[config.mk]
export PLATFORM = sky130hd
export DESIGN_NAME = usb_tx_pkt
export DESIGN_NICKNAME = d
export VERILOG_FILES = /design/src/rtl/usb_tx_pkt_pkg.sv /design/src/rtl/usb_tx_prefetch.sv /design/src/rtl/usb_tx_pkt.sv
export SDC_FILE = /design/constraint.sdc
export NUM_CORES = 1
export LEC_CHECK = 0
export ABC_AREA = 0
export BUFFER_PORTS_ARGS = -buffer_cell sky130_fd_sc_hd__buf_2
export CAP_MARGIN = 20
export CORE_MARGIN = 5
export CORE_UTILIZATION = 25
export CTS_CLUSTER_SIZE = 40
export DETAILED_ROUTE_END_ITERATION = 8
export HOLD_SLACK_MARGIN = 0.1
export PLACE_DENSITY = 0.42
export SYNTH_ARGS = -nofsm -noshare
export SYNTH_HDL_FRONTEND = slang
export SYNTH_SLANG_ARGS = --single-unit
[constraint.sdc]
create_clock -name clk_48 -period 6.4 [get_ports clk_48]
set_input_delay 0 -clock clk_48 [delete_from_list [all_inputs] [get_ports clk_48]]
set_output_delay 0 -clock clk_48 [all_outputs]
set_load 0.005 [all_outputs]
[src/rtl/usb_tx_pkt_pkg.sv]
// Shared USB definitions: PID codes, the PID byte helper and the framer's state encoding.
package usb_tx_pkt_pkg;

    localparam int MAX_LEN_DEF = 64;

    // Token, data and handshake PIDs (low nibble); also used by the receive side.
    localparam logic [3:0] PID_OUT   = 4'h1;
    localparam logic [3:0] PID_IN    = 4'h9;
    localparam logic [3:0] PID_SOF   = 4'h5;
    localparam logic [3:0] PID_SETUP = 4'hD;
    localparam logic [3:0] PID_DATA0 = 4'h3;
    localparam logic [3:0] PID_DATA1 = 4'hB;
    localparam logic [3:0] PID_ACK   = 4'h2;
    localparam logic [3:0] PID_NAK   = 4'hA;
    localparam logic [3:0] PID_STALL = 4'hE;

    typedef enum logic [2:0] {
        ST_IDLE,
        ST_PID,
        ST_PAYLOAD,
        ST_DRAIN,
        ST_WAIT_EOP
    } tx_state_t;

    function automatic logic [7:0] pid_byte(input logic [3:0] p);
        return {~p, p};
    endfunction

endpackage

[src/rtl/usb_tx_prefetch.sv]
// One-byte payload holding register with fetch counter; also discards bytes while draining.
module usb_tx_prefetch #(
    parameter int LEN_W = 7
) (
    input  logic             clk_48,
    input  logic             rst_n,
    input  logic             start,
    input  logic             fetch_en,
    input  logic             drain_en,
    input  logic             take,
    input  logic [LEN_W-1:0] len,
    input  logic             pl_valid,
    input  logic [7:0]       pl_data,
    output logic             pl_ready,
    output logic             hold_full,
    output logic [7:0]       hold_data,
    output logic             all_fetched
);

    logic [LEN_W-1:0] fetched;
    logic             xfer;

    assign all_fetched = (fetched == len);
    // Derived from registered state only, so upstream may wait on it before raising pl_valid.
    assign pl_ready    = !all_fetched && ((fetch_en && !hold_full) || drain_en);
    assign xfer        = pl_ready && pl_valid;

    // An emptied hold reads as 8'h00, which is what the transmitter latches on underrun.
    always_ff @(posedge clk_48 or negedge rst_n) begin
        if (!rst_n) begin
            fetched   <= '0;
            hold_full <= 1'b0;
            hold_data <= 8'h00;
        end else if (start) begin
            fetched   <= '0;
            hold_full <= 1'b0;
            hold_data <= 8'h00;
        end else begin
            if (xfer)
                fetched <= fetched + LEN_W'(1);
            if (xfer && fetch_en) begin
                hold_full <= 1'b1;
                hold_data <= pl_data;
            end else if (take) begin
                hold_full <= 1'b0;
                hold_data <= 8'h00;
            end
        end
    end

endmodule

[src/rtl/usb_tx_pkt.sv]
// Packet framer feeding the USB bit-level transmitter: PID byte, payload stream, CRC16 request.
module usb_tx_pkt
    import usb_tx_pkt_pkg::*;
#(
    parameter int MAX_LEN = MAX_LEN_DEF,
    parameter int LEN_W   = 7
) (
    input  logic             clk_48,
    input  logic             rst_n,
    input  logic             cmd_valid,
    output logic             cmd_ready,
    input  logic [3:0]       cmd_pid,
    input  logic             cmd_data,
    input  logic [LEN_W-1:0] cmd_len,
    input  logic             pl_valid,
    output logic             pl_ready,
    input  logic [7:0]       pl_data,
    output logic             transmit,
    output logic [7:0]       data,
    output logic             update_crc16,
    output logic             send_crc16,
    input  logic             data_strobe,
    input  logic             usb_tx_en,
    output logic             busy,
    output logic             done,
    output logic             err_underrun,
    output logic             err_len
);

    tx_state_t        state, state_nxt;
    logic             ready_en;
    logic [3:0]       pid_r;
    logic             flag_r;
    logic [LEN_W-1:0] len_r;
    logic [LEN_W-1:0] sent;
    logic             eop_seen;

    logic             accept, bad_len, take, underrun, finish_tx, eop_hit;
    logic             hold_full, all_fetched;
    logic [7:0]       hold_data;

    usb_tx_prefetch #(.LEN_W(LEN_W)) u_prefetch (
        .clk_48      (clk_48),
        .rst_n       (rst_n),
        .start       (accept),
        .fetch_en    (state == ST_PID || state == ST_PAYLOAD),
        .drain_en    (state == ST_DRAIN),
        .take        (take),
        .len         (len_r),
        .pl_valid    (pl_valid),
        .pl_data     (pl_data),
        .pl_ready    (pl_ready),
        .hold_full   (hold_full),
        .hold_data   (hold_data),
        .all_fetched (all_fetched)
    );

    // ready_en keeps cmd_ready low while reset is held.
    assign cmd_ready    = ready_en && (state == ST_IDLE) && !usb_tx_en;
    assign busy         = (state != ST_IDLE);
    assign update_crc16 = (state == ST_PAYLOAD);
    assign data         = (state == ST_PID)     ? pid_byte(pid_r) :
                          (state == ST_PAYLOAD) ? hold_data       : 8'h00;

    always_comb begin
        state_nxt = state;
        accept    = 1'b0;
        bad_len   = 1'b0;
        take      = 1'b0;
        underrun  = 1'b0;
        finish_tx = 1'b0;
        eop_hit   = 1'b0;
        case (state)
            ST_IDLE: begin
                if (cmd_valid && cmd_ready) begin
                    if (cmd_data && (cmd_len > LEN_W'(MAX_LEN))) begin
                        bad_len = 1'b1;
                    end else begin
                        accept    = 1'b1;
                        state_nxt = ST_PID;
                    end
                end
            end
            ST_PID: begin
                if (data_strobe) begin
                    if (flag_r && (len_r != '0)) begin
                        state_nxt = ST_PAYLOAD;
                    end else begin
                        finish_tx = 1'b1;
                        state_nxt = ST_WAIT_EOP;
                    end
                end
            end
            ST_PAYLOAD: begin
                if (data_strobe) begin
                    if (hold_full) begin
                        take = 1'b1;
                        if (sent + LEN_W'(1) == len_r) begin
                            finish_tx = 1'b1;
                            state_nxt = ST_WAIT_EOP;
                        end
                    end else begin
                        underrun  = 1'b1;
                        state_nxt = all_fetched ? ST_WAIT_EOP : ST_DRAIN;
                    end
                end
            end
            ST_DRAIN: begin
                if (all_fetched)
                    state_nxt = ST_WAIT_EOP;
            end
            ST_WAIT_EOP: begin
                if (!usb_tx_en || eop_seen) begin
                    eop_hit   = 1'b1;
                    state_nxt = ST_IDLE;
                end
            end
            default: state_nxt = ST_IDLE;
        endcase
    end

    always_ff @(posedge clk_48 or negedge rst_n) begin
        if (!rst_n) begin
            state        <= ST_IDLE;
            ready_en     <= 1'b0;
            flag_r       <= 1'b0;
            len_r        <= '0;
            sent         <= '0;
            eop_seen     <= 1'b0;
            transmit     <= 1'b0;
            send_crc16   <= 1'b0;
            done         <= 1'b0;
            err_underrun <= 1'b0;
            err_len      <= 1'b0;
        end else begin
            state        <= state_nxt;
            ready_en     <= 1'b1;
            done         <= eop_hit;
            err_len      <= bad_len;
            err_underrun <= underrun;
            if (accept) begin
                flag_r     <= cmd_data;
                len_r      <= cmd_data ? cmd_len : '0;
                sent       <= '0;
                eop_seen   <= 1'b0;
                transmit   <= 1'b1;
                send_crc16 <= cmd_data;
            end
            if (take)
                sent <= sent + LEN_W'(1);
            if (finish_tx)
                transmit <= 1'b0;
            if (underrun) begin
                transmit   <= 1'b0;
                send_crc16 <= 1'b0;
            end
            if (eop_hit)
                send_crc16 <= 1'b0;
            // The bus may be released while the upstream is still being drained.
            if (state == ST_DRAIN && !usb_tx_en)
                eop_seen <= 1'b1;
        end
    end

    always_ff @(posedge clk_48) begin
        if (accept)
            pid_r <= cmd_pid;
    end

endmodule
* Word-level counts from Yosys, hierarchy flattened
Index checks and enable logic that the tools add are counted.
** Word-level totals
- Memories :: 0
- Memory bits (writable) :: 0
- Word-level logic and storage cells :: 110
- Bits in registers :: 45
- Latch bits :: 0
- Memory bits (read-only) :: 0
- Input bits :: 26
- Output and inout port bits :: 17
** Operators by class
- Bitwise operators :: 1
- Reduce and logical (&&, ||, !) cells :: 26
- Multiplexer cells :: 52
- Shifts and indexed selects :: 0
- $mul :: 0
- Add/subtract/negate cells :: 2
- Div/mod/pow operators :: 0
- $lt $le $gt $ge :: 1
- Equality and inequality tests :: 13
** Operators by type and width (count)
- 2-to-1 mux 8 bit :: 5
- 2-to-1 mux 7 bit :: 5
- 2-to-1 mux 1 bit :: 30
- 2-to-1 mux 3 bit :: 10
- case mux 3 bit (5 select lines) :: 1
- adder 7 x 1 -> 7 bit (second input constant) :: 2
- == test 7 bit :: 2
- nonzero test 3 bit :: 4
- logical AND 1 bit :: 10
- != test 2 bit (second input constant) :: 4
- > comparator 7 bit (second input constant) :: 1
- AND reduction 7 bit :: 1
- nonzero test 7 bit :: 1
- == test 3 x 2 -> 1 bit (second input constant) :: 2
- nonzero test 2 bit :: 3
- != test 2 x 1 -> 1 bit (second input constant) :: 2
- inverter 4 bit :: 1
- == test 3 x 1 -> 1 bit (second input constant) :: 1
- == test 3 bit (second input constant) :: 1
- zero test 1 bit :: 3
- zero test 3 bit :: 1
- logical OR 1 bit :: 3
- != test 3 bit (second input constant) :: 1
- case mux 1 bit (2 select lines) :: 1

* Longest topological paths before layout
Gate-level depths: netlist (run 1).
- Word-level depth :: 9
- Depth in mapped cells :: 9
- Depth with buffers taken out :: 8

* Cells and area by module
A second synthesis (run 1) with hierarchy kept.
** Second synthesis, totals
- Cells, all modules :: 282
- Area, all modules :: 2605.0 sq um
** By module, submodules not included
- usb_tx_pkt :: times used 1, area an instance 1655.3 sq um, cells each 191, sequential area each 745.7 sq um
- usb_tx_prefetch :: times used 1, area an instance 949.7 sq um, cells each 91, sequential area each 400.4 sq um

* Worst setup path before layout (run 1)
Ideal clock, no wire load.
- Path type :: reg2reg
- Start point :: register sent[0]
- End point :: register state[0]
- Period minus slack after synthesis :: 2.222 ns
- Cell stages (with the launch flop) :: 7
- Library setup time :: 0.127 ns
- Required time :: 6.273 ns
- Path slack :: 4.178 ns
- Path buffers :: 0
- Arrival time :: 2.094 ns
- Path through :: dfrtp_1 ha_1 nand3_2 o311a_1 o41ai_2 and4_1 mux2_1
** Between the ends
- Longest elaborated chain between the ends :: 4
** Ends and longest elaborated chain
- start, declared :: RTL line usb_tx_pkt.sv:35 : logic [LEN_W-1:0] sent;
- start signal, assigned :: RTL line usb_tx_pkt.sv:150 : sent <= sent + LEN_W'(1);
- adder 7 x 1 -> 7 bit :: RTL line usb_tx_pkt.sv:98 : if (sent + LEN_W'(1) == len_r) begin
- == test 7 bit :: RTL line usb_tx_pkt.sv:98
- != test 3 bit (no source line)
- AND reduction 7 bit (no source line)
- end signal, assigned :: RTL line usb_tx_pkt.sv:136 : state <= state_nxt;
- end, declared :: RTL line usb_tx_pkt.sv:30 : tx_state_t state, state_nxt;
No other way between the ends.
A chain may end at the register's enable or synchronous reset.

* Worst setup path after layout (run 1)
- Start point :: register state[2]
- End point :: register sent[5]
** Between the ends
- Longest elaborated chain between the ends :: 7
- Elaborated cells between the ends (all ways) :: 10
- Those cells by class :: 1 x eq/ne; 4 x mux; 5 x reduce/logical
** Ends and longest elaborated chain
- zero test 3 bit :: RTL line usb_tx_pkt.sv:59, usb_tx_pkt.sv:73
- logical AND 1 bit (2 in a row) :: RTL line usb_tx_pkt.sv:59 : assign cmd_ready = ready_en && (state == ST_IDLE) && !usb_tx_en;
- logical AND 1 bit :: RTL line usb_tx_pkt.sv:75 : if (cmd_valid && cmd_ready) begin
- 2-to-1 mux 1 bit :: RTL line usb_tx_pkt.sv:75
- 2-to-1 mux 1 bit :: RTL line usb_tx_pkt.sv:73 : case (state)
- nonzero test 2 bit (no source line)
Parallel ways exist; a longest one is shown, timed or not.

==> run summary, run 1 <==
Post-CTS Resized - 0
die area - 11800 um2
first-pass GRT wire length - 11500 um
Die Wd - 109 um
#FFs+latches synth - 45
vias in the first global route - 2237
CTS Buffer Depth - 2
Multi-input gate area - 1210 um2
final hold vios - 0
post-route cell area - 3160 um2
RSZ-0062 raised after global routing - no
post-layout net count - 366
CTS Buf Count - 5
GRT Residual Overflow - 0
Setup Buffers After CTS - 0
Final Skew - 0.00853 ns
Initial Utilization - 0.253
routed vias/inst - 4.65
Skew-Pair Late Insertion Delay - 0.30 ns
cell area after placement - 2750 um2
Worst Setup End Kind - register
# hold bufs at CTS - 29
area growth from synthesis to layout - 29.5%
Final ANT Viol Nets - 0
number of flops mapped to enable cells by yosys - 4
Reg2Reg Depth - 8
Layout Utilization - 0.327
crit path DAT - 2.88 ns
post-layout min period - 2.69 ns
share of cells above drive strength 1 - 0.162
CP startpoint kind - register
WS Path Type - reg2reg
final setup violating endpoints - 0
leakage power - 1.39 nW
row count - 36
VDD IR max - 0.000129 V
required time worst endpoint - 6.59 ns
routed vias - 2197
Die Span Y - 109 um
syn nets - 303
Distinct cells, synth - 50
largest net degree at the start of global routing - 42
Primary FF master, synth - dfrtp_1
max cap viols - 0
status - complete, no violations
Iter 0 DRT Violations - 104
post-DP HPWL - 4760 um
sequential-to-total area share from yosys stat - 0.470
post-route setup TNS - 0 ns
Worst slew margin - 0.601
# IOs - 43
actual slew at the worst max-slew pin - 0.598 ns
drt total wl - 6610 um
reg-to-reg endpoint - sent[5]
Storage cell area - 1150 um2
total power divided by cell area - 346 nW/um2
I/O Buffers - 42
RR Startpoint - state[2]
Antenna Cells - 0
H-tree depth - 2
GP Congestion - 0.761
area of the core - 9640 um2
cell area after synthesis - 2440 um2
Clock Pin Slew Worst Setup and Hold Paths - 0.09 ns
cell count after synthesis - 275
CP Launch Point - state[2]
worst min-delay path class - in2async
CTS root buf - clkbuf_8
DRC violations left - 0
fill cell count - 1048
DRT Pass-1 Iters - 4
reg-to-reg slack, setup - 3.71 ns
async set-reset flop share out of synthesis - 0.911
CP max FO - 16
CTS tree - done
max-slew violation count - 0
clk sinks - 45
Post-Syn Area per Cell - 8.86 um2
antenna violations before repair - 0
wire length per cell - 14.0 um
period utilisation layout - 0.420
Yosys warnings - 0
gr usage total - 0.122
f_max - 372 MHz
==> final cells by class <==
type,count,area share
timing repair buffer,73,0.167
sequential,45,0.363
clock buffer,7,0.0274
multi-input combinational,209,0.382
inverter,4,0.00476
tap,133,0.0527
clock inverter,1,0.00238
==> where the power goes <==
| group | switching (mW) | internal [mW] | leakage (nW) |
|---|---|---|---|
| Combinational | 0.235 | 0.197 | 0.765 |
| Clock | 0.102 | 0.0880 | 0.0445 |
| Sequential | 0.106 | 0.363 | 0.577 |
==> how the worst max path moves through the flow <==
stage                     endpoint  depth (start not counted)
after global routing       sent[5]                          8
after floorplan           state[0]                          6
after CTS                  sent[5]                          8
after global placement     sent[6]                          7
final                      sent[5]                          8
after detailed placement   sent[4]                          8
==> registers in the layout, indices dropped and copies added (netlist names) <==
name and count:
err_len 1, err_underrun 1, eop_seen 1, send_crc16 1, sent 7, u_prefetch.fetched 7
transmit 1, state 3, pid_r 4, len_r 7, flag_r 1, u_prefetch.hold_data 8
done 1, ready_en 1, u_prefetch.hold_full 1
==> kinds of logic after synthesis <==
| logic type | Yosys count | share of synthesized area |
|---|---|---|
| XOR/XNOR | 16 | 0.0575 |
| buffers and inverters | 21 | 0.0349 |
| multiplexers | 2 | 0.00873 |
| AND/OR/NAND/NOR | 122 | 0.240 |
| adder cells (fa/ha/maj) | 3 | 0.0144 |
| other | 1 | 0.00154 |
| AO/OA/AOI/OAI | 65 | 0.172 |
| flip-flops | 45 | 0.470 |
==> critical path, cell delays in order (launching register included) <==
cell	delay (ns)
dfrtp_1	0.69
inv_2	0.16
and3_1	0.21
nand2_1	0.44
inv_2	0.27
a21oi_1	0.39
buf_4	0.27
o21ai_1	0.09
o41ai_1	0.06
==> Yosys cell counts (all sizes together) (3+ instances only) <==
library cell / count / area [um2]
and2: 3 / 18.8
xnor2: 14 / 123
and3: 5 / 31.3
inv: 4 / 15.0
buf: 5 / 25.0
o31ai: 3 / 22.5
nand2: 46 / 173
nor2b: 5 / 31.3
a22oi: 4 / 30.0
nor2: 24 / 90.1
nand4: 3 / 18.8
and4: 4 / 35.0
edfxtp: 4 / 120
nand3: 18 / 95.1
nand2b: 5 / 31.3
o41ai: 5 / 51.3
a31oi: 5 / 31.3
clkbuf: 12 / 45.0
nor4: 3 / 18.8
o21ai: 25 / 125
dfrtp: 41 / 1030
a21oi: 10 / 50.1
==> stage by stage <==
step / cells / hold WS [ns] / power (mW) / worst slack, ns
after floorplan: 275 / -0.296 / 0.756 / 4.18
after global placement: 433 / 0.181 / 0.901 / 3.33
after detailed placement: 434 / 0.185 / 0.898 / 3.67
after CTS: 471 / 0.136 / 1.11 / 3.67
after global routing: 472 / 0.138 / 1.19 / 3.40
final: 472 / 0.111 / 1.09 / 3.71
==> layer usage <==
layer,up-vias,track usage,wire length (um)
met4,0,0.0361,71
met5,-,0,0
li1,1106,-,-
met3,5,0.0272,254
met1,1042,0.172,3270
met2,44,0.186,3010
==> layout by cell type, fill, tap and decap left out, types with 4 or more instances in the layout <==
cell type and count:
a21oi_1 10, a22oi_1 4, a31oi_1 5, and3_1 5, and4_1 4, buf_2 42
clkbuf_8 6, dfrtp_1 41, dlygate4sd3_1 29, edfxtp_1 4, nand2_1 46, nand2b_1 5
nand3_1 17, nor2_1 24, nor2b_1 5, o21ai_0 8, o21ai_1 17, o41ai_1 4
xnor2_1 14
(Power assumes the default switching activity.)
==> inputs of run 2 (changes only) <==
clock period = 2.53 ns   (was 6.4 ns; I/O delays follow)
==> run summary, run 2 (same netlist as run 1, synthesis figures left out) <==
CTS tree - done
required time worst endpoint - 2.72 ns (-3.87 ns)
crit path DAT - 2.53 ns (-0.35 ns)
post-DP HPWL - 4740 um (-0.60%)
die area - 11800 um2 (unchanged)
wire length per cell - 14.2 um (+1.6%)
GP Congestion - 0.757 (-0.58%)
cell area after placement - 2800 um2 (+1.6%)
reg-to-reg slack, setup - 0.19 ns (-3.52 ns)
cell total after placement - 440 (+1.4%)
post-layout min period - 2.34 ns (-0.348 ns)
CTS Buffer Depth - 2 (unchanged)
commonest non-fill, non-tap cells in the layout - 46 x nand2_1, 42 x buf_2, 41 x dfrtp_1
VDD IR max - 0.000295 V (+130%)
Final ANT Viol Nets - 0 (unchanged)
I/O Buffers - 42 (unchanged)
Cell Count, Final, Fillers Out - 479 (+1.5%)
RR Startpoint - sent[1]
worst min-delay path class - in2reg
Iter 0 DRT Violations - 80 (-23%)
Largest register FFs - 8 (unchanged)
Die Wd - 109 um (unchanged)
actual slew at the worst max-slew pin - 0.618 ns (+0.0203 ns)
Antenna Cells - 0 (unchanged)
H-tree depth - 2 (unchanged)
total power divided by cell area - 899 nW/um2 (+160%)
Skew-Pair Late Insertion Delay - 0.31 ns (about the same)
post-route cell area - 3240 um2 (+2.7%)
Die Span Y - 109 um (unchanged)
DRT Pass-1 Iters - 4 (unchanged)
row count - 36 (unchanged)
GRT Residual Overflow - 0 (unchanged)
area of the core - 9640 um2 (unchanged)
area growth from synthesis to layout - 32.9%
reg-to-reg endpoint - state[0]
post-layout net count - 373 (+1.9%)
Clock Pin Slew Worst Setup and Hold Paths - 0.09 ns (about the same)
CP Cell Sequence - ha_2 -> nand3_2 -> o311a_1 -> o41ai_2 -> and4_1 -> mux2_1
HP Start - cmd_valid
Final Skew - 0.0151 ns (+0.00653 ns)
vias in the first global route - 2222 (-0.67%)
Place WS - 0.159 ns (-3.51 ns)
CP startpoint kind - register
Initial Utilization - 0.253 (unchanged)
register name with the most flops - u_prefetch.hold_data
leakage power - 1.43 nW (+2.8%)
period utilisation layout - 0.925 (+0.505)
fill cell count - 1042 (-0.57%)
gr usage total - 0.121 (-0.000890)
CTS Buf Count - 5 (unchanged)
final setup violating endpoints - 0 (unchanged)
max-slew violation count - 0 (unchanged)
drt total wl - 6810 um (+3.1%)
post-route setup TNS - 0 ns (unchanged)
Setup Buffers After CTS - 0 (unchanged)
antenna violations before repair - 0 (unchanged)
slowest stage cell, crit path - dfrtp_1
# IOs - 43 (unchanged)
routed vias/inst - 4.70 (+0.87%)
RSZ-0062 raised after global routing - no
Reg2Reg Depth - 6 (-2)
share of cells above drive strength 1 - 0.182 (+0.0198)
f_max - 427 MHz (+15%)
CP max FO - 7 (-9)
DRC violations left - 0 (unchanged)
Min-Delay Path Depth - 4
clk sinks - 45 (unchanged)
status - complete, no violations
first-pass GRT wire length - 11200 um (-2.8%)
max cap viols - 0 (unchanged)
final hold vios - 0 (unchanged)
Worst slew margin - 0.587 (-0.0144)
Final WS setup - 0.190 ns (-3.52 ns)
WS Path Type - reg2reg
commonest non-fill, non-tap cell in the layout - nand2_1
largest net degree at the start of global routing - 42 (unchanged)
Worst Hold Path EP - err_len
routed vias - 2249 (+2.4%)
slowest cell delay on critical path - 0.44 ns (-0.25 ns)
Worst Setup End Kind - register
CTS root buf - clkbuf_8
-- run 2: changes by cell type in the layout (fill, tap and decap cells not counted), sizes merged --
cell and delta:
buf +6, bufinv +1, clkbuf -2, clkinv +1, clkinvlp -1, dlygate4sd3 +1
inv +1
-- run 2: worst max-delay path: cells and delay by family, from the launching register on --
family                     cells  cell delay [ns]
AOI/OAI and AO/OA              2             0.77
adders and majority gates      1             0.26
DFF                            1             0.44
muxes                          1             0.32
and+or+nand+nor                2             0.44
-- run 2: power breakdown --
group,internal (mW),switching [mW]
logic,0.537,0.641
registers,0.917,0.246
clock network,0.297,0.273
total,1.75,1.16
-- run 2: worst max-delay path by stage --
stage	start	endpoint	cells past startpoint
detailed placement	sent[1]	state[0]	6
finish	sent[1]	state[0]	6
global route	cmd_len[0]	len_r[3]	11
global placement	sent[1]	state[0]	6
CTS	sent[1]	state[0]	6
floorplan	sent[0]	state[0]	6
-- run 2: final cells by class --
class,instances,area (um2),share of cell area
well taps,133,166,0.0514
clock inverters,3,43.8,0.0135
inverters,4,15.0,0.00463
clock buffers,5,68.8,0.0212
multi-input cells,209,1210,0.373
repair buffers,80,591,0.182
flip-flops and latches,45,1150,0.354
-- run 2: routing by layer --
| metal | vias up | part of all wire | global-route usage |
|---|---|---|---|
| met2 | 34 | 0.48 | 0.202 |
| li1 | 1115 | - | - |
| met3 | 6 | 0.028 | 0.0201 |
| met1 | 1094 | 0.48 | 0.159 |
| met5 | - | 0 | 0 |
| met4 | 0 | 0.014 | 0.0415 |
-- run 2: repair_timing --
| item | 4_1_cts | 5_1_grt |
|---|---|---|
| resized for setup | 0 | 1 |
| hold buffers | 30 | 0 |
| hold endpoints to repair | 66 | 0 |
| endpoints found under the setup margin | 0 | 1 |
-- run 2: stage by stage --
| stage | util | power, mW | hold slack (ns) |
|---|---|---|---|
| after floorplan | - | 1.91 | -0.296 |
| after global placement | 0.290 | 2.32 | 0.178 |
| after detailed placement | 0.290 | 2.33 | 0.181 |
| after CTS | 0.333 | 2.94 | 0.131 |
| after global routing | 0.336 | 3.16 | 0.138 |
| final | 0.336 | 2.91 | 0.133 |
